===== config.mk =====
export PLATFORM = sky130hd
export DESIGN_NAME = cpu_run_monitor
export DESIGN_NICKNAME = d
export VERILOG_FILES = /design/src/rtl/cpu_run_monitor_pkg.sv /design/src/rtl/cpu_run_monitor_loop.sv /design/src/rtl/cpu_run_monitor.sv
export SDC_FILE = /design/constraint.sdc
export NUM_CORES = 1
export LEC_CHECK = 0
export BUFFER_PORTS_ARGS = -buffer_cell sky130_fd_sc_hd__clkbuf_2
export CORE_ASPECT_RATIO = 1.5
export CORE_UTILIZATION = 30
export DETAILED_ROUTE_END_ITERATION = 12
export GPL_ROUTABILITY_DRIVEN = 0
export GPL_TIMING_DRIVEN = 0
export HOLD_SLACK_MARGIN = 0.06
export PLACE_DENSITY = 0.56
export SYNTH_ARGS = -nofsm -noshare
export SYNTH_HDL_FRONTEND = slang
export SYNTH_HIERARCHICAL = 1
export SYNTH_SLANG_ARGS = --single-unit

===== constraint.sdc =====
create_clock -name i_clk -period 10.1 [get_ports i_clk]
set_clock_uncertainty 0.2 [all_clocks]
set_input_delay 0 -clock i_clk [delete_from_list [all_inputs] [get_ports i_clk]]
set_output_delay 0 -clock i_clk [all_outputs]
set_load 0.05 [all_outputs]

===== src/rtl/cpu_run_monitor_pkg.sv =====
// Shared types for the CPU run monitor: FSM state encoding, halt-cause codes
// and the helper that ranks simultaneous halt requests.
package cpu_run_monitor_pkg;

    typedef enum logic [1:0] {
        IDLE  = 2'd0,
        RESET = 2'd1,
        RUN   = 2'd2,
        DONE  = 2'd3
    } run_state_t;

    localparam logic [1:0] ST_NONE   = 2'b00;
    localparam logic [1:0] ST_BUDGET = 2'b01;
    localparam logic [1:0] ST_LOOP   = 2'b10;
    localparam logic [1:0] ST_ABORT  = 2'b11;

    // Abort outranks a loop hit, which outranks an exhausted budget.
    function automatic logic [1:0] halt_cause(input logic abort_req,
                                              input logic loop_req,
                                              input logic budget_req);
        logic [1:0] cause;
        cause = ST_NONE;
        if (abort_req) begin
            cause = ST_ABORT;
        end else if (loop_req) begin
            cause = ST_LOOP;
        end else if (budget_req) begin
            cause = ST_BUDGET;
        end
        return cause;
    endfunction

endpackage


===== src/rtl/cpu_run_monitor_loop.sv =====
// Self-loop detector: counts consecutive retirements at the same PC and flags
// the retirement that reaches LOOP_LIMIT repeats.
module run_loop_detector #(
    parameter int LOOP_LIMIT = 4
) (
    input  logic        i_clk,
    input  logic        i_rst_n,
    input  logic        clr,
    input  logic        en,
    input  logic        insn_vld,
    input  logic [31:0] pc,
    output logic        loop_hit
);

    localparam int CNT_W = $clog2(LOOP_LIMIT + 1);
    localparam logic [CNT_W-1:0] LIMIT = CNT_W'(LOOP_LIMIT);

    logic [31:0]      last_pc;
    logic             last_vld;
    logic [CNT_W-1:0] loop_cnt;
    logic [CNT_W-1:0] cnt_next;
    logic             repeat_pc;

    // last_vld keeps the first retirement of a run from matching a stale PC.
    assign repeat_pc = en && insn_vld && last_vld && (pc == last_pc);
    assign cnt_next  = (loop_cnt == LIMIT) ? loop_cnt : loop_cnt + 1'b1;
    assign loop_hit  = repeat_pc && (cnt_next == LIMIT);

    always_ff @(posedge i_clk or negedge i_rst_n) begin
        if (!i_rst_n) begin
            last_pc  <= '0;
            last_vld <= 1'b0;
            loop_cnt <= '0;
        end else if (clr) begin
            last_pc  <= '0;
            last_vld <= 1'b0;
            loop_cnt <= '0;
        end else if (en && insn_vld) begin
            last_pc  <= pc;
            last_vld <= 1'b1;
            loop_cnt <= repeat_pc ? cnt_next : '0;
        end
    end

endmodule


===== src/rtl/cpu_run_monitor.sv =====
// Run controller/observer for the single-cycle core: reset sequencing, cycle and
// retirement counters, halt on budget/loop/abort. Snapshot flops exist only when
// CPU_RUN_MONITOR_SNAPSHOT_EN is defined; otherwise o_snapshot is tied to zero.
module cpu_run_monitor
    import cpu_run_monitor_pkg::*;
#(
    parameter int DATA_W     = 32,
    parameter int NUM_CH     = 3,
    parameter int CYC_W      = 24,
    parameter int RST_CYCLES = 2,
    parameter int LOOP_LIMIT = 4
) (
    input  logic                     i_clk,
    input  logic                     i_rst_n,
    input  logic                     i_start,
    input  logic                     i_abort,
    input  logic [CYC_W-1:0]         i_budget,
    input  logic [31:0]              i_pc,
    input  logic                     i_insn_vld,
    input  logic [NUM_CH*DATA_W-1:0] i_watch,
    output logic                     o_cpu_rst,
    output logic                     o_busy,
    output logic                     o_done,
    output logic [1:0]               o_status,
    output logic [CYC_W-1:0]         o_cycles,
    output logic [CYC_W-1:0]         o_retired,
    output logic [NUM_CH*DATA_W-1:0] o_snapshot
);

    localparam int RST_W = (RST_CYCLES > 1) ? $clog2(RST_CYCLES) : 1;
    localparam logic [RST_W-1:0] RST_LAST = RST_W'(RST_CYCLES - 1);

    run_state_t       state;
    run_state_t       next_state;
    logic [RST_W-1:0] rst_cnt;
    logic             enter_reset;
    logic             halt;
    logic [1:0]       halt_status;
    logic             loop_hit;
    logic             budget_hit;
    logic [CYC_W-1:0] cycles_inc;
    logic [CYC_W-1:0] retired_inc;

    // Halts are judged on the post-increment counts so they land on the same edge.
    assign cycles_inc  = (o_cycles == '1) ? o_cycles : o_cycles + 1'b1;
    assign retired_inc = (!i_insn_vld || o_retired == '1) ? o_retired : o_retired + 1'b1;
    assign budget_hit  = (i_budget != '0) && (cycles_inc == i_budget);

    run_loop_detector #(
        .LOOP_LIMIT(LOOP_LIMIT)
    ) u_loop (
        .i_clk    (i_clk),
        .i_rst_n  (i_rst_n),
        .clr      (enter_reset),
        .en       (state == RUN),
        .insn_vld (i_insn_vld),
        .pc       (i_pc),
        .loop_hit (loop_hit)
    );

    always_comb begin
        next_state  = state;
        enter_reset = 1'b0;
        halt        = 1'b0;
        halt_status = ST_NONE;
        case (state)
            IDLE, DONE: begin
                if (i_start) begin
                    next_state  = RESET;
                    enter_reset = 1'b1;
                end
            end
            RESET: begin
                if (rst_cnt == RST_LAST) begin
                    next_state = RUN;
                end
            end
            RUN: begin
                halt        = i_abort || loop_hit || budget_hit;
                halt_status = halt_cause(i_abort, loop_hit, budget_hit);
                if (halt) begin
                    next_state = DONE;
                end
            end
            default: next_state = IDLE;
        endcase
    end

    // Control outputs are registered from the next state so they switch with it.
    always_ff @(posedge i_clk or negedge i_rst_n) begin
        if (!i_rst_n) begin
            state     <= IDLE;
            rst_cnt   <= '0;
            o_cpu_rst <= 1'b1;
            o_busy    <= 1'b0;
            o_done    <= 1'b0;
            o_status  <= ST_NONE;
            o_cycles  <= '0;
            o_retired <= '0;
        end else begin
            state     <= next_state;
            o_cpu_rst <= (next_state == IDLE) || (next_state == RESET);
            o_busy    <= (next_state == RESET) || (next_state == RUN);
            o_done    <= (next_state == DONE);
            if (enter_reset) begin
                rst_cnt   <= '0;
                o_status  <= ST_NONE;
                o_cycles  <= '0;
                o_retired <= '0;
            end else if (state == RESET) begin
                rst_cnt <= rst_cnt + 1'b1;
            end else if (state == RUN) begin
                o_cycles  <= cycles_inc;
                o_retired <= retired_inc;
                if (halt) begin
                    o_status <= halt_status;
                end
            end
        end
    end

`ifdef CPU_RUN_MONITOR_SNAPSHOT_EN
    always_ff @(posedge i_clk or negedge i_rst_n) begin
        if (!i_rst_n) begin
            o_snapshot <= '0;
        end else if (enter_reset) begin
            o_snapshot <= '0;
        end else if (state == RUN && halt) begin
            o_snapshot <= i_watch;
        end
    end
`else
    logic unused_watch;
    assign unused_watch = ^i_watch;
    assign o_snapshot   = '0;
`endif

endmodule


# [Word-level counts from Yosys, hierarchy flattened]
# Cells that the tools add are included.
[totals] register_bits=92 latchBits=0 ram_bits=0 rom_bits=0 input_bits=157 out_inout_bits=149 word_cells=83 n_memories=0
[op_classes] n_addsub=4 n_mul=0 div_mod_pow=0 magnitude_cmp=0 eq_ne=14 shift=0 mux=32 bitwise=0 reduce_logical=22
[ops] operator="two-way mux 24 bit" count=8
[ops] operator="two-way mux 32 bit" count=2
[ops] operator="adder 24 x 1 -> 24 bit (second input constant)" count=2
[ops] operator="equality test 24 bit (second input constant)" count=2
[ops] operator="equality test 32 bit" count=1
[ops] operator="equality test 24 bit" count=1
[ops] operator="nonzero test 24 bit" count=1
[ops] operator="two-way mux 2 bit" count=9
[ops] operator="two-way mux 3 bit" count=4
[ops] operator="equality test 2 bit (second input constant)" count=4
[ops] operator="two-way mux 1 bit" count=8
[ops] operator="nonzero test 2 bit" count=4
[ops] operator="equality test 3 bit (second input constant)" count=2
[ops] operator="one-hot mux 2 bit (3 select lines)" count=1
[ops] operator="AND reduction 3 bit" count=2
[ops] operator="logical AND 1 bit" count=5
[ops] operator="logical OR 1 bit" count=5
[ops] operator="equality test 2 x 1 -> 1 bit (second input constant)" count=2
[ops] operator="logical NOT 2 bit" count=2
[ops] operator="inequality test 2 bit (second input constant)" count=2
[ops] operator="adder 3 x 1 -> 3 bit (second input constant)" count=1
[ops] operator="AND reduction 2 bit" count=1
[ops] operator="OR reduction 2 bit" count=1
[ops] operator="adder 1 bit (second input constant)" count=1
[ops] operator="logical NOT 1 bit" count=1

# [Logic depth before layout (Yosys ltp)]
[logic_depth] depth_word=12 depth_mapped=13 depth_no_buf=12

# [Hierarchy]
# Netlist, hierarchy kept.
[by_module_without_submodules] module="cpu_run_monitor" n_inst=1 cells_per_inst=576 area_per_inst_um2=4570.6 seq_area_each_um2=1402.6
[by_module_without_submodules] module="run_loop_detector" n_inst=1 cells_per_inst=158 area_per_inst_um2=1839.3 seq_area_each_um2=900.9

# [Worst setup path after synthesis]
# No wires, ideal clock.
[synth_path] path_kind="register -> register" from="reg o_cycles[0]" to="reg o_busy" setup_ns=0.126 t_arrival_ns=3.643 required_ns=9.774 setup_slack_ns=6.131 path_stages_with_launch=12 path_buffers=0 synth_period_minus_slack_ns=3.969 path_cell_list="dfrtp_1 > ha_1 > nand3_1 > or4_1 > nor2_2 > a21oi_1 > nand3b_1 > or4_4 > nor4_4 > nor4_2 > o31ai_1 > ha_1"
[synth_between] elab_chain_cells=9 elab_cells_between_ends=11 classes_between="add/sub (1); eq/ne (4); mux (3); reduce/logical (3)"
[synth_lines] element="start: declaration" line_no="cpu_run_monitor.sv:25" source="output logic [CYC_W-1:0] o_cycles,"
[synth_lines] element="start signal: assignment" line_no="cpu_run_monitor.sv:113" source="o_cycles <= cycles_inc;"
[synth_lines] element="adder 24 x 1 -> 24 bit / equality test 24 bit (equally long branches)" line_no="cpu_run_monitor.sv:45" source="assign cycles_inc = (o_cycles == '1) ? o_cycles : o_cycles + 1'b1;"
[synth_lines] element="two-way mux 24 bit (*)" line_no="cpu_run_monitor.sv:45"
[synth_lines] element="equality test 24 bit (*)" line_no="cpu_run_monitor.sv:47" source="assign budget_hit = (i_budget != '0) && (cycles_inc == i_budget);"
[synth_lines] element="logical AND 1 bit (*)" line_no="cpu_run_monitor.sv:47"
[synth_lines] element="logical OR 1 bit (*)" line_no="cpu_run_monitor.sv:79" source="halt = i_abort || loop_hit || budget_hit;"
[synth_lines] element="two-way mux 2 bit (*)" line_no="cpu_run_monitor.sv:81" source="if (halt) begin"
[synth_lines] element="one-hot mux 2 bit (3 select lines) (*)" line_no="cpu_run_monitor.sv:66" source="case (state)"
[synth_lines] element="equality test 2 x 1 -> 1 bit / equality test 2 bit (equally long branches)" line_no="cpu_run_monitor.sv:103" source="o_busy <= (next_state == RESET) || (next_state == RUN);"
[synth_lines] element="logical OR 1 bit (*)" line_no="cpu_run_monitor.sv:103"
[synth_lines] element="end signal: assignment" line_no="cpu_run_monitor.sv:103"
[synth_lines] element="end: declaration" line_no="cpu_run_monitor.sv:22" source="output logic o_busy,"
# Mark *: on every way between the ends. The rest lies on a longest branch, timed or not.
# A chain may end at the register's enable or synchronous reset.

# [Worst setup path after layout]
[layout_path] from="reg o_cycles[1]" to="reg o_status[0]"
[layout_between] elab_chain_cells=11 elab_cells_between_ends=16 classes_between="add/sub (1); eq/ne (2); mux (9); reduce/logical (4)"
[layout_lines] element="adder 24 x 1 -> 24 bit / equality test 24 bit (equally long branches)" line_no="cpu_run_monitor.sv:45"
[layout_lines] element="two-way mux 24 bit (*)" line_no="cpu_run_monitor.sv:45"
[layout_lines] element="equality test 24 bit (*)" line_no="cpu_run_monitor.sv:47"
[layout_lines] element="logical AND 1 bit (*)" line_no="cpu_run_monitor.sv:47"
[layout_lines] element="two-way mux 1 bit" line_no="cpu_run_monitor_pkg.sv:27" source="end else if (budget_req) begin"
[layout_lines] element="two-way mux 2 bit" line_no="cpu_run_monitor_pkg.sv:25" source="end else if (loop_req) begin"
[layout_lines] element="two-way mux 2 bit" line_no="cpu_run_monitor_pkg.sv:23" source="if (abort_req) begin"
[layout_lines] element="two-way mux 2 bit" line_no="cpu_run_monitor.sv:115" source="if (halt) begin"
[layout_lines] element="two-way mux 2 bit" line_no="cpu_run_monitor.sv:112" source="end else if (state == RUN) begin"
[layout_lines] element="two-way mux 2 bit" line_no="cpu_run_monitor.sv:110" source="end else if (state == RESET) begin"
[layout_lines] element="two-way mux 2 bit" line_no="cpu_run_monitor.sv:105" source="if (enter_reset) begin"
[layout_lines] element="end signal: assignment" line_no="cpu_run_monitor.sv:116" source="o_status <= halt_status;"
[layout_lines] element="end: declaration" line_no="cpu_run_monitor.sv:24" source="output logic [1:0] o_status,"
# Mark *: on every way between the ends. The rest lies on a longest branch, timed or not. The select of a mux whose other input is x is not followed.

==> run_results.csv <==
group,metric,value,unit
grt,grt_pass1_wl,29600,um
sta,slew_violations,0,
sta,rsz0062_at_grt,"false",
clock_tree,worstSkewPairLatency,0.36,ns
logic_synthesis,yosysTopAreaCell,"dfrtp_1",
flow_run,max_cap_violations,0,
sta,setup_viol,0,
power_and_ir_drop,p_int,0.000793,W
sta,period_share,46.6,%
clock_tree,clk_pin_slew,0.08,ns
floorplanning,dieArea,0.0220,mm^2
clock_tree,cts_root_buffer,"clkbuf_16",
placement,pre_cts_slack,5.46,ns
worst_hold_path,hold_path_depth,6,
logic_synthesis,yosysSeqAreaShare,35.9,%
grt,grt_usage,17.4,%
logic_synthesis,synth_top_area_share,35.5,%
setup_path,startpoint_type,"flip-flop",
logic_synthesis,ys_dominant_reg_cell,"dfrtp_1",
floorplanning,fp.dieH,181,um
route,drtIter0Drc,272,
logic_synthesis,synth.area.top_cells,"dfrtp_1, buf_4, xnor2_1",
setup_path,arrival,4.75,ns
sta,fmax,212,MHz
sta,worst_slew_pin_slew,1.07,ns
setup_path,crit_chain,"ha_1 > nand3_1 > nor4_2 > nand2_1 > a31oi_1 > a31oi_1 > or4_4 > nor4_4 > mux2i_1 > nand2_1 > dlygate4sd3_1",
sta,timing.final.ws_setup,5.39,ns
floorplanning,core,0.0210,mm^2
setup_path,reg2reg_depth,11,
power_and_ir_drop,p_clk_share,24.2,%
sta,finalSetupTns,0,ns
sta,relSlewSlack,28.4,%
power_and_ir_drop,ir_drop,0.0768,mV
logic_synthesis,synth.distinct_cells,74,
worst_hold_path,worstHoldEndpoint,"state[0]",
power_and_ir_drop,switchingPower,0.000572,W
worst_hold_path,min_from,"i_budget[14]",
cells_and_area,synthToLayoutAreaGrowth,31.3,%
route,drc_errors,0,
grt,grt_pass1_vias,5696,
clock_tree,cts_max_path_buffers,2,
power_and_ir_drop,p_leak,4.08,nW
placement,place_area,0.00770,mm^2
worst_hold_path,min_path_type,"primary input to flip-flop",
clock_tree,post_cts_buffers,0,
cells_and_area,drive_above_1_share,25.2,%
floorplanning,io_pins,306,
clock_tree,htree_num_levels,3,
route,ant_nets,0,
grt,grt_max_degree,58,
run_status,status,"completed",
setup_path,cp-end-kind,"flip-flop",
logic_synthesis,synthArstFlopShare,100,%
floorplanning,die_w,121,um
route,routed_wl,18500,um
setup_path,crit_type,"flip-flop to flip-flop",
setup_path,r2r-start,"o_cycles[1]",
route,post_drt_wl_per_cell,14.6,um
setup_path,cp_slowest_cell,"nor4_2",
route,vias,5945,
setup_path,critPathMaxFanout,8,
power_and_ir_drop,swShare,41.9,%
cells_and_area,final_area,0.00841,mm^2
floorplanning,std_cell_rows,65,
sta,report.final.hold_viol_count,0,
power_and_ir_drop,powerDensity,162,mW/mm^2
placement,dpl.hpwl,14000,um
logic_synthesis,syn-mean-instance-area,8.73,um^2
logic_synthesis,netlist_area,0.00641,mm^2
cells_and_area,final_nets,1161,
grt,grt-ovfl-total,0,
setup_path,slowest_delay,0.75,ns
route,firstDrtPassIters,5,
setup_path,r2r-end,"o_status[0]",
clock_tree,cts_buffers,9,
grt,antenna_found_initial,0,
logic_synthesis,ys_seq_elements,92,
power_and_ir_drop,combPwrFrac,40.5,%
placement,port-buffer-count,113,
floorplanning,start_util,30.5,%
route,via_per_inst,4.68,
logic_synthesis,netlist_instances,734,
setup_path,critPathRequiredTime,10.14,ns
logic_synthesis,synth_edf_count,0,
setup_path,reg2reg_slack,5.39,ns
cells_and_area,n_antenna_cell,0,
power_and_ir_drop,p_seq_share,35.4,%
clock_tree,cts_tree,"built",
logic_synthesis,yosysWarnings,6,
sta,fin_crit,4.71,ns
clock_tree,numClockSinks,92,
layout make-up:
cell class                      instances  area, um^2
Buffer                                127         856
Timing Repair Buffer                  157        1040
Inverter                               22        82.6
Tap cell                              268         335
Clock buffer                           10         229
Sequential cell                        92        2300
Fill cell                            2207       12600
Multi-Input combinational cell        588        3520
Clock inverter                          6        46.3
worst max-delay path, delay by kind of cell (launching register included):
kind / cells / cell delay (ns)
AOI/OAI and AO/OA: 2 / 0.29
adders and majority gates: 1 / 0.32
buffers and inverters: 1 / 0.54
DFF: 1 / 0.54
muxes: 1 / 0.24
and+or+nand+nor: 6 / 2.44
placed cells by master (no fill, tap or decap), types with 4 or more instances in the layout:
cell and count:
nor2_1 60, dfrtp_1 91, conb_1 96, a22o_1 30, inv_1 21, clkbuf_1 26, or3_1 10, a31oi_1 6
ha_1 7, nor3_1 14, a21oi_1 28, buf_4 97, or4_1 4, nand4_1 24, or2_2 5, o21ai_0 50
nor4_1 8, nor2b_1 9, nor4_4 4, nand2_1 67, dlygate4sd3_1 42, o31ai_1 7, and3_1 5, clkbuf_16 9
xor2_1 24, clkbuf_2 113, and4_1 4, xnor2_1 45, nand3_1 18, o2111ai_1 5
sequential cells by signal, indices dropped and copies added, names as in the netlist:
register         flops
u_loop/last_pc      32
o_cycles            24
o_retired           24
u_loop/loop_cnt      3
o_status             2
state                2
o_busy               1
o_cpu_rst            1
o_done               1
rst_cnt              1
u_loop/last_vld      1
power by group through the flow:
stage,clock [W],combinational (W),sequential [W]
4_1_cts,0.000342,0.000558,0.000483
2_1_floorplan,0,0.000362,0.000521
3_5_place_dp,0,0.000537,0.000490
6_report,0.000330,0.000552,0.000483
3_3_place_gp,0,0.000532,0.000488
5_1_grt,0.000354,0.000606,0.000492
layer usage:
layer  part of all wire, %  vias to the layer above  GRT usage (%)
met1                    40                     2759           19.9
li1                      -                     2927              -
met4                   4.1                        0           9.53
met3                   5.5                       44           3.00
met2                    50                      215           30.4
met5                     0                        -              0
cells in the mapped netlist (3+ instances only):
library cell  instances
a2111o_1              3
a21o_1                3
a21oi_1              28
a22o_1               30
a31oi_1               6
and3_1                5
and4_1                4
buf_2                 3
buf_4                97
clkbuf_1             25
dfrtp_1              91
ha_1                  7
inv_1                21
mux2i_1               3
nand2_1              67
nand3_1              18
nand3b_1              3
nand4_1              24
nor2_1               60
nor2b_1               9
nor3_1               14
nor4_1                8
nor4_4                4
o2111ai_1             5
o21ai_0              50
o22ai_1               3
o31ai_1               7
or2_2                 5
or3_1                10
or4_1                 4
xnor2_1              45
xor2_1               24
kinds of logic (layout without fill, tap and decap cells):
kind of cell	count (synthesis)	after routing	share of synthesized area [%]
buf+inv	149	322	14.6
fa+ha+maj	7	7	1.37
simple gates	254	254	21.4
other cells	1	96	0.0585
compound gates	159	159	16.7
flops	92	92	35.9
xor+xnor	69	69	9.43
mux	3	3	0.468
through the flow:
| stage | std cells | utilization, % | total power [W] | hold slack [ns] |
|---|---|---|---|---|
| after floorplan | 829 | - | 0.000883 | -0.496 |
| after global placement | 1210 | 36.5 | 0.00102 | 0.0473 |
| after detailed placement | 1211 | 36.7 | 0.00103 | -0.133 |
| after CTS | 1270 | 40.1 | 0.00138 | 0.188 |
| after global routing | 1270 | 40.1 | 0.00145 | 0.237 |
| final | 1270 | 40.1 | 0.00136 | 0.207 |
repair_timing:
| item | 4_1_cts | 5_1_grt |
|---|---|---|
| hold buffers | 43 | 0 |
| gates resized for setup | 0 | 0 |
| endpoints found under the setup margin | 0 | 0 |
| hold endpoints to repair | 138 | 0 |
worst max path at each step:
stage	from	to	slack, ns	cells after the start
floorplan	o_cycles[0]	o_busy	6.13	11
global placement	o_cycles[0]	o_busy	5.47	11
detailed placement	o_cycles[1]	o_busy	5.46	11
CTS	o_cycles[1]	o_status[0]	5.44	11
global route	o_cycles[1]	o_status[0]	5.16	11
finish	o_cycles[1]	o_status[0]	5.39	11
(Power assumes the default switching activity.)
